`src/rtl/mux_n_pipe.sv`:
```
// mux_n_pipe: N-way, W-bit operand select stage with a registered output and a
// valid/ready handshake. A two-entry main/skid buffer absorbs backpressure,
// which is what lets in_ready come straight from a flop. The select is resolved
// at acceptance, so each held entry is only the chosen word plus an error bit.
module mux_n_pipe #(
    parameter int WIDTH  = 32,
    parameter int NUM_IN = 3,
    parameter int SEL_W  = 2
) (
    input  logic                    clk,
    input  logic                    rst,
    input  logic                    flush,
    input  logic                    in_valid,
    output logic                    in_ready,
    input  logic [NUM_IN*WIDTH-1:0] in_data,
    input  logic [SEL_W-1:0]        in_sel,
    output logic                    out_valid,
    input  logic                    out_ready,
    output logic [WIDTH-1:0]        out_data,
    output logic                    out_sel_err
);

    if ((NUM_IN < 2) || (NUM_IN > 16) || ((2 ** SEL_W) < NUM_IN)) begin : g_param_check
        $error("mux_n_pipe: NUM_IN must be 2..16 and 2**SEL_W must be >= NUM_IN");
    end

    typedef enum logic [1:0] {
        ST_EMPTY = 2'd0,
        ST_ONE   = 2'd1,
        ST_TWO   = 2'd2
    } state_e;

    // Resolve the select into {err, word}; an out-of-range index yields zero data with err set.
    function automatic logic [WIDTH:0] select_entry(
        input logic [NUM_IN*WIDTH-1:0] data,
        input logic [SEL_W-1:0]        sel
    );
        logic [WIDTH:0] entry;
        entry = {1'b1, {WIDTH{1'b0}}};
        for (int k = 0; k < NUM_IN; k++) begin
            if (sel == SEL_W'(k)) begin
                entry = {1'b0, data[k*WIDTH +: WIDTH]};
            end
        end
        return entry;
    endfunction

    state_e             state_q,     state_d;
    logic [WIDTH-1:0]   main_data_q, main_data_d;
    logic               main_err_q,  main_err_d;
    logic [WIDTH-1:0]   skid_data_q, skid_data_d;
    logic               skid_err_q,  skid_err_d;
    logic               out_valid_q, out_valid_d;
    logic               in_ready_q,  in_ready_d;

    logic               acc_s;
    logic               pop_s;
    logic [WIDTH:0]     new_entry_s;

    assign acc_s       = in_valid && in_ready_q;
    assign pop_s       = out_valid_q && out_ready;
    assign new_entry_s = select_entry(in_data, in_sel);

    // Next-state and buffer-load decisions for the main/skid pair.
    always_comb begin
        state_d     = state_q;
        main_data_d = main_data_q;
        main_err_d  = main_err_q;
        skid_data_d = skid_data_q;
        skid_err_d  = skid_err_q;

        if (flush) begin
            // Everything held is discarded; an entry offered now is not taken.
            state_d     = ST_EMPTY;
            skid_data_d = {WIDTH{1'b0}};
            skid_err_d  = 1'b0;
        end else begin
            case (state_q)
                ST_EMPTY: begin
                    if (acc_s) begin
                        state_d     = ST_ONE;
                        main_data_d = new_entry_s[WIDTH-1:0];
                        main_err_d  = new_entry_s[WIDTH];
                    end else begin
                        state_d = ST_EMPTY;
                    end
                end
                ST_ONE: begin
                    if (acc_s && !pop_s) begin
                        state_d     = ST_TWO;
                        skid_data_d = new_entry_s[WIDTH-1:0];
                        skid_err_d  = new_entry_s[WIDTH];
                    end else if (acc_s && pop_s) begin
                        state_d     = ST_ONE;
                        main_data_d = new_entry_s[WIDTH-1:0];
                        main_err_d  = new_entry_s[WIDTH];
                    end else if (pop_s) begin
                        state_d = ST_EMPTY;
                    end else begin
                        state_d = ST_ONE;
                    end
                end
                ST_TWO: begin
                    // in_ready is low here, so only a pop can move the state.
                    if (pop_s) begin
                        state_d     = ST_ONE;
                        main_data_d = skid_data_q;
                        main_err_d  = skid_err_q;
                        skid_data_d = {WIDTH{1'b0}};
                        skid_err_d  = 1'b0;
                    end else begin
                        state_d = ST_TWO;
                    end
                end
                default: begin
                    state_d     = ST_EMPTY;
                    skid_data_d = {WIDTH{1'b0}};
                    skid_err_d  = 1'b0;
                end
            endcase
        end

        out_valid_d = (state_d != ST_EMPTY);
        in_ready_d  = (state_d != ST_TWO);
    end

    // State and buffer registers with synchronous reset.
    always_ff @(posedge clk) begin
        if (rst) begin
            state_q     <= ST_EMPTY;
            main_data_q <= {WIDTH{1'b0}};
            main_err_q  <= 1'b0;
            skid_data_q <= {WIDTH{1'b0}};
            skid_err_q  <= 1'b0;
            out_valid_q <= 1'b0;
            in_ready_q  <= 1'b1;
        end else begin
            state_q     <= state_d;
            main_data_q <= main_data_d;
            main_err_q  <= main_err_d;
            skid_data_q <= skid_data_d;
            skid_err_q  <= skid_err_d;
            out_valid_q <= out_valid_d;
            in_ready_q  <= in_ready_d;
        end
    end

    assign in_ready    = in_ready_q;
    assign out_valid   = out_valid_q;
    assign out_data    = main_data_q;
    assign out_sel_err = main_err_q;

endmodule

```
`config.mk`:
```
export PLATFORM = sky130hd
export DESIGN_NAME = mux_n_pipe
export DESIGN_NICKNAME = d
export VERILOG_FILES = /design/src/rtl/mux_n_pipe.sv
export SDC_FILE = /design/constraint.sdc
export NUM_CORES = 1
export LEC_CHECK = 0
export CORE_MARGIN = 3
export CORE_UTILIZATION = 45
export CTS_BUF_LIST = sky130_fd_sc_hd__clkbuf_8 sky130_fd_sc_hd__clkbuf_16
export CTS_CLUSTER_DIAMETER = 60
export DETAILED_ROUTE_END_ITERATION = 6
export GPL_TIMING_DRIVEN = 0
export PLACE_DENSITY = 0.81
export SYNTH_ARGS = -nofsm -noshare
export SYNTH_HDL_FRONTEND = slang
export SYNTH_SLANG_ARGS = --single-unit
export TNS_END_PERCENT = 1
```
`constraint.sdc`:
```
create_clock -name clk -period 1.66 [get_ports clk]
set_input_delay 0.249 -clock clk [delete_from_list [all_inputs] [get_ports clk]]
set_output_delay 0.249 -clock clk [all_outputs]
set_load 0.005 [all_outputs]
```
# Word level (Yosys, flattened, before mapping)
# Index checks and enable logic that the tools add are counted.
[totals]
ff_bits = 70
in_bits = 103
word_cells = 57
[classes]
n_mux = 26
eq_ne = 10
bitwise_logic = 2
n_reduce_logical = 12
[ops]
columns = ["operator", "n"]
rows = [
  ["$mux W32", 6],
  ["$pmux W32 S3", 2],
  ["$mux W33", 3],
  ["$ne A2 B2 Y1 const B", 6],
  ["$mux W1", 9],
  ["$mux W2", 3],
  ["$pmux W1 S3", 2],
  ["$pmux W2 S3", 1],
  ["$reduce_and A6 Y1", 1],
  ["$eq A2 B1 Y1 const B", 2],
  ["$eq A2 B2 Y1 const B", 2],
  ["$logic_and A1 B1 Y1", 4],
  ["$logic_not A2 Y1", 2],
  ["$reduce_and A3 Y1", 1],
  ["$reduce_bool A3 Y1", 1],
  ["$not A1 Y1", 2],
  ["$reduce_bool A2 Y1", 1],
  ["$reduce_or A2 Y1", 1],
  ["$logic_not A1 Y1", 1],
]

# Logic depth before layout (Yosys ltp)
# Gate-level depths: netlist of the first run.
[depth]
ltp_word = 7
ltp_mapped = 6
depth_no_buf = 4

# Worst setup path after synthesis of the first run
# Ideal clock, no wire load.
[synth_timing]
kind = "reg2reg"
from = "register state_q[1]"
to = "register main_data_q[0] (netlist: out_data[0])"
n_path_buf = 1
path_stages_with_launch = 6
path_slack_ns = 0.326
period_less_slack_ns = 1.334
required_time_ns = 1.528
arrival_time_ns = 1.202
path_cell_list = "dfxtp_1 and4bb_2 a22o_4 buf_6 o211ai_1 a21oi_1"
[synth_via]
elab_chain_len = 3
elab_cells_between_ends = 10
cone_classes = "eq/ne (6); mux (1); reduce/logical (3)"
[synth_lines]
columns = ["item", "line_no", "rtl"]
rows = [
  ["start: declaration", "48", "state_e state_q, state_d;"],
  ["start signal: assignment", "138", "state_q <= state_d;"],
  ["$eq A2 B1 Y1, or another cell as far along", "78", "case (state_q)"],
  ["$ne A2 B2 Y1 (no line) or $reduce_bool A3 Y1 (tied branches)", "--", ""],
  ["$reduce_and A6 Y1 (no line)", "--", ""],
  ["end signal: assignment", "131", "main_data_q <= {WIDTH{1'b0}};"],
  ["end signal: assignment", "139", "main_data_q <= main_data_d;"],
  ["end: declaration", "49", "logic [WIDTH-1:0] main_data_q, main_data_d;"],
]
# Several ways; a longest one is shown, not always the timed one.
# A chain may end at the register's enable or synchronous reset.

# Worst setup path after layout of the first run
[layout_timing]
from = "register state_q[0]"
to = "register main_data_q[10] (netlist: out_data[10])"
# The elaborated chain is that of the path after synthesis.

==> impl_results.md, run 1 <==
- Post-synthesis sequential area ratio: between 30% and 40%
- Combinational share of power: a little over a fifth
- WP data arrival: ~1.9 ns
- Maxcap violations: 0
- Worst Reg-to-Reg Cells: 5
- CP Launch Point: state_q[0]$_SDFF_PP0_
- CTS Hold Buffers Added: 0
- Placer congestion estimate: 0.842
- Worst-path maximum fanout: 10
- Cells after synthesis: approximately 470
- Critical Path End: out_data[10]$_SDFFE_PP0P_
- Pint: about 3000 uW
- Register-to-register path setup slack: -0.02 ns
- DR WL met3: around 1100 microns
- H-tree Lvls: 3
- Root Driver: clkbuf_8
- Synth cell types: 31
- Clk slew on worst S/H paths: roughly 0.07 ns
- Total track usage: roughly 25%
- Most used cell, CP: o211ai_1
- Switching share of power: about a quarter
- Violated checks: setup timing
- Die Span Y: just under 100 microns
- Core footprint: around 8000 sq um
- Net count, final: between 700 and 800
- Clock Path Buffers: 2
- Vias per cell: 5.80
- Tmin final: around 1.7 ns
- Final WL: about 12000 microns
- Yosys reg bits: 70
- Num CTS Buffers: 9
- Final WS setup: -0.0249 ns
- Vias in the first global route: roughly 4100
- Detailed Place HPWL: about 9000 microns
- Critical Path Max Stage Delay: 0.45 ns
- Grt ovf: 0
- Worst R2R Start: state_q[0]$_SDFF_PP0_
- P&R area growth vs syn: 44.7%
- Final number of hold-violating endpoints: 0
- Status: finished with violations
- Final Cycle Share: 102%
- Worst VDD drop: a little under 0.4 mV
- Core Rows: 32
- Clock skew: between 0.009 and 0.01 ns
- Starting Density: between 40% and 50%
- Antenna violations before repair: 0
- PwrDens: just over 700 nW/um^2
- First-pass GRT wire length: between 15000 and 20000 microns
- Leakage power: approximately 0.0019 uW
- Finished Core Util: a little over two thirds
- Dpl ws: -0.433 ns
- Yosys warning total: 0
- Worst Hold Slack: around 0.35 ns
- Largest net degree at the start of global routing: 12
- Die width: a little under 100 microns
- Sequential share of power: between 40% and 50%
- Clk pwr share: 34.8%
- Worst setup SP type: register
- Clk_lat worst skew: 0.34 ns
- Fin Setup TNS: -0.0386 ns
- Port bufs: between 100 and 150
- Hold Path Class: in -> reg
- Layout cells sized above 1: roughly 8%
- RSZ-0062 raised after global routing: yes
- Wire length on met2: about 5900 microns
- I/O pin cnt: between 100 and 150
- Number of DRC markers in iteration 0: about 190
- Critical path cell sequence: nand2b_1 -> clkbuf_1 -> o211ai_1 -> o211ai_1 -> a21oi_1
- DRC: 0
- Setup crit end kind: register
- Final setup vio count: 3
- Slew HR: between 60 and 70%
- Critical Path Slowest Stage Cell: dfxtp_1
- ANT cells: 0
- Max Slew Vio Count: 0
- Critical path type: reg -> reg
- Die ar.: ~9600 sq um
- Mapped Avg Cell Area: around 8.1 sq um
- Metal1 wirelength: between 5000 and 6000 microns
- Antenna viol nets, final: 0
- Fmax achieved: 594 MHz
- Worst path required time: around 1.9 ns
- DRT Pass-1 Iters: 5
- NetSw: 1040 uW
- FF-to-FF End: out_data[10]$_SDFFE_PP0P_
- Mapped cell area: around 3800 sq um
- CTS tree: built
- Syn Nets: just under 600
- Via Count: 4208
- Sink Count: 70
- Routed len/inst: 16.9 microns
- Worst slew pin tran: between 0.5 and 0.6 ns
- Top Metal Used: met4
-- worst min-delay path by stage --
stage                                     end  slack (ns)  cells after the start                      start
global placement    out_data[25]$_SDFFE_PP0P_        0.44                      2  out_data[25]$_SDFFE_PP0P_
detailed placement   out_data[8]$_SDFFE_PP0P_        0.45                      2   out_data[8]$_SDFFE_PP0P_
global route        out_data[20]$_SDFFE_PP0P_        0.38                      2                        rst
finish              out_data[20]$_SDFFE_PP0P_        0.35                      2                        rst
CTS                 out_data[20]$_SDFFE_PP0P_        0.35                      2                        rst
floorplan               state_q[0]$_SDFF_PP0_        0.41                      2                      flush
-- final cells by class --
type / count / area, sq um
buffer: 48 / 269
clock buffer: 11 / 151
clock inverter: 5 / 50.0
fill: 658 / 2430
inverter: 2 / 7.51
multi-input combinational: 354 / 2180
sequential: 70 / 1400
tap: 102 / 128
timing repair buffer: 134 / 1340
-- through the flow --
stage               area, sq um  cells  power, uW
floorplan                  3820    474       2190
global placement           5290    710       2600
detailed placement         5290    710       2620
CTS                        5500    726       3990
global route               5530    726       4160
finish                     5530    726       3990
-- repair_timing --
action / in CTS / in global routing
buffers inserted: 0 / 0
resized for setup: 2 / 18
endpoints found under the setup margin: 30 / 58
-- worst max-delay path: cells and delay by family (launching register included) --
kind                   cells  cell delay, ns
buffers and inverters      1            0.45
DFF                        1            0.45
and+or+nand+nor            1            0.24
AOI/OAI and AO/OA          3            0.41
-- sequential cells by signal, indices dropped and copies added, names as in the netlist --
register     cells
out_data        32
skid_err_q       1
state_q          2
skid_data_q     32
in_ready         1
out_sel_err      1
out_valid        1
-- synthesized netlist by cell type --
library cell  instances  share of area, %
a21bo_2               1              0.26
a21o_1                1              0.20
a21oi_1              68               8.9
a22o_4                1              0.46
a22oi_4               1              0.56
a31oi_1               1              0.16
and2_1                1              0.16
and2b_1               1              0.20
and3_1                1              0.16
and3b_1               1              0.23
and4bb_2              1              0.33
buf_2                 9               1.2
buf_4                 4              0.79
buf_6                 6               1.8
clkbuf_1             26               2.6
clkbuf_2              3              0.39
dfxtp_1              70                37
inv_1                 2              0.20
mux2_2                1              0.29
mux2i_1              33               8.6
nand2_1              69               6.8
nand2b_1              2              0.33
nand3_1               2              0.26
nand3b_1             32               6.3
nor2_1                3              0.29
nor3_2                1              0.26
o211ai_1             64                13
o21a_1                1              0.20
o21ai_0              66               8.6
or2_2                 1              0.16
or4_1                 1              0.20
-- cells in the final DEF (no fill, tap or decap) --
cell and count:
nand2_1 69, clkinvlp_4 1, a21oi_1 68, and2b_1 1, or2_2 1, a31oi_4 1, a22o_4 1, clkbuf_2 8
inv_1 4, a21bo_2 1, nand3b_1 32, nor2_2 1, buf_4 7, nor3_4 1, clkbuf_1 20, dfxtp_1 70
nand3_1 2, a22oi_4 1, and3b_1 1, buf_1 1, or4_1 1, clkinv_2 1, and4bb_2 1, clkdlybuf4s50_1 134
clkbuf_8 11, buf_6 6, buf_2 6, o21a_1 1, nor2_1 2, nand2b_1 2, and3_1 1, o211ai_1 64
and2_1 1, o21ai_0 66, mux2i_1 33, bufinv_16 1, a21o_1 1, mux2_2 1
-- cells by family (layout without fill, tap and decap cells) --
logic type	after synthesis	in the layout	synth area share, %
buffers and inverters	50	200	6.87
and+or+nand+nor	116	116	15.6
muxes	34	34	8.93
DFF	70	70	36.6
AOI/OAI and AO/OA	204	204	31.9
-- power groups by stage --
stage / Clock (uW) / Sequential, uW / Combinational [uW]
CTS: 1400 / 1750 / 838
detailed placement: 0 / 1790 / 833
floorplan: 0 / 1790 / 400
global route: 1480 / 1750 / 923
global placement: 0 / 1790 / 819
finish: 1390 / 1750 / 850
-- routing by layer --
metal  vias up  global-route usage [%]
li1       2028                       -
met1      1934                    32.7
met2       229                    42.0
met3        17                    4.93
met4         0                    7.04
met5         -                       0
(Power assumes the default switching activity.)
==> inputs of run 2 (changes only) <==
--- a/config.mk
+++ b/config.mk
@@ -5,6 +5,7 @@
 export SDC_FILE = /design/constraint.sdc
 export NUM_CORES = 1
 export LEC_CHECK = 0
+export CORE_ASPECT_RATIO = 1.25
 export CORE_MARGIN = 3
 export CORE_UTILIZATION = 45
 export CTS_BUF_LIST = sky130_fd_sc_hd__clkbuf_8 sky130_fd_sc_hd__clkbuf_16
==> run 2 against run 1 <==
Against the previous run: the flow still finishes with violations (setup timing); sequential cell count is the same; worst setup slack got worse by 0.012 ns; register-to-register slack hardly changed; hold slack got worse by 0.029 ns; first-iteration DRC count rose by 41%; final cell count decreased by 1.2%; critical endpoint is now out_data[24]$_SDFFE_PP0P_; largest power group unchanged; highest routed layer unchanged.
==> impl_results.md, run 2 (synthesized netlist as in run 1, its figures left out) <==
- Slew HR: between 60 and 70%
- Die Span Y: about 110 microns
- Layout cells sized above 1: ~7.4%
- Violated checks: setup timing
- Switching share of power: 26.8%
- Worst setup SP type: register
- Total track usage: 25.3%
- First-pass GRT wire length: approximately 19000 microns
- Number of DRC markers in iteration 0: ~270
- Core Rows: 36
- Met3 usage: 4.61%
- Grt peak-use layer: met2
- Most common cell after layout, fill and taps aside: clkdlybuf4s50_1
- CTS tree: built
- Clock Path Buffers: 2
- Worst-path maximum fanout: 10
- WP data arrival: approximately 1.9 ns
- Final Cycle Share: 102%
- Port bufs: ~130
- Die width: between 80 and 90 microns
- Net count, final: 721
- Clk pwr share: between 30% and 40%
- Clock skew: between 0.007 and 0.008 ns
- Post-CTS Setup Bufs: 0
- PwrDens: 693 nW/um^2
- ANT cells: 0
- Hold Path Class: in -> reg
- Fill cell count: about 700
- Worst path required time: ~1.9 ns
- Worst VDD drop: roughly 0.51 mV
- Routed len/inst: roughly 17 microns
- Placer congestion estimate: around 0.85
- Largest net degree at the start of global routing: 20
- Setup crit end kind: register
- Max Slew Vio Count: 0
- Vias per cell: 5.99
- Num CTS Buffers: 9
- Core footprint: approximately 8000 sq um
- Vias in the first global route: slightly above 4000
- Maxcap violations: 0
- Final setup vio count: 3
- Detailed Place HPWL: just over 9000 microns
- Grt ovf: 0
- Status: finished with violations
- H-tree Lvls: 3
- Via Count: 4298
- Fmax achieved: slightly below 600 MHz
- Met2 GRT Util: 42.8%
- Die ar.: between 9000 and 10000 sq um
- P&R area growth vs syn: 43.4%
- Clk slew on worst S/H paths: around 0.060 ns
- DRT Pass-1 Iters: 5
- RSZ-0062 raised after global routing: yes
- Sink Count: 70
- Sequential share of power: a little under half
- Finished Core Util: between 60% and 70%
- CTS Hold Buffers Added: 0
- Starting Density: 47.7%
- Clk_lat worst skew: about 0.35 ns
- Antenna viol nets, final: 0
- Critical path type: reg -> reg
- Final WL: 12400 microns
- Leakage power: approximately 0.0019 uW
- Pint: 2780 uW
- Antenna violations before repair: 0
- Tot Pwr: between 3000 and 4000 uW
- Commonest non-fill, non-tap cells in the layout: 134 x clkdlybuf4s50_1, 70 x dfxtp_1, 69 x nand2_1, 68 x a21oi_1, 66 x o21ai_0
- DRC: 0
- Combinational share of power: about 22%
- Tmin final: between 1.5 and 2 ns
- Final WS setup: -0.0367 ns
- Root Driver: clkbuf_8
- Worst slew pin tran: 0.526 ns
- Met1 usage: between 30% and 40%
- I/O pin cnt: 138
- NetSw: a little over 1000 uW
- Final number of hold-violating endpoints: 0
-- run 2: final timing paths --
check	from	endpoint	slack (ns)	cells after the start
setup / recovery	state_q[0]$_SDFF_PP0_	out_data[24]$_SDFFE_PP0P_	-0.04	5
hold / removal	rst	out_data[20]$_SDFFE_PP0P_	0.32	2
hold reg to reg	out_data[9]$_SDFFE_PP0P_	out_data[9]$_SDFFE_PP0P_	0.46	2
setup reg to reg	state_q[0]$_SDFF_PP0_	out_data[24]$_SDFFE_PP0P_	-0.04	5
-- run 2: per-layer routing --
layer,part of all wire [%],wire length (microns)
met4,2.3,287
met1,39,4870
met5,0,0
met3,7.8,971
met2,51,6290
-- run 2: timing repair --
item | in CTS | in global routing
endpoints found under the setup margin | 31 | 60
pin swaps | 0 | 0
resized for setup | 2 | 10
-- run 2: power by group through the flow --
stage | combinational [uW] | clock, uW | sequential, uW
after floorplan | 400 | 0 | 1790
after global routing | 919 | 1280 | 1750
final | 850 | 1200 | 1750
after global placement | 817 | 0 | 1790
after CTS | 840 | 1210 | 1750
after detailed placement | 833 | 0 | 1790
-- run 2: critical path: stages (launching register included) --
cell,delay (ns)
dfxtp_1,0.45
nand2b_1,0.23
clkbuf_1,0.44
o211ai_1,0.21
o211ai_1,0.15
a21oi_1,0.09
-- run 2: per-stage QoR --
step | setup TNS [ns] | setup slack (ns) | hold WS, ns | instances | instance area (sq um)
floorplan | 0 | 0.326 | 0.414 | 474 | 3820
global placement | -14.35 | -0.346 | 0.441 | 703 | 5290
CTS | 0 | 0.00775 | 0.315 | 717 | 5460
finish | -0.0940 | -0.0367 | 0.325 | 717 | 5480
global route | -1.98 | -0.125 | 0.356 | 717 | 5480
detailed placement | -16.75 | -0.402 | 0.442 | 703 | 5290
-- run 2: cell type report --
| class | count | area (sq um) | share of cell area (%) |
|---|---|---|---|
| inverters | 2 | 7.51 | 0.137 |
| clock inverters | 4 | 16.3 | 0.297 |
| repair buffers | 134 | 1340 | 24.5 |
| clock buffers | 11 | 151 | 2.76 |
| flip-flops and latches | 70 | 1400 | 25.6 |
| well taps | 95 | 119 | 2.17 |
| plain buffers | 47 | 263 | 4.79 |
| multi-input cells | 354 | 2180 | 39.8 |
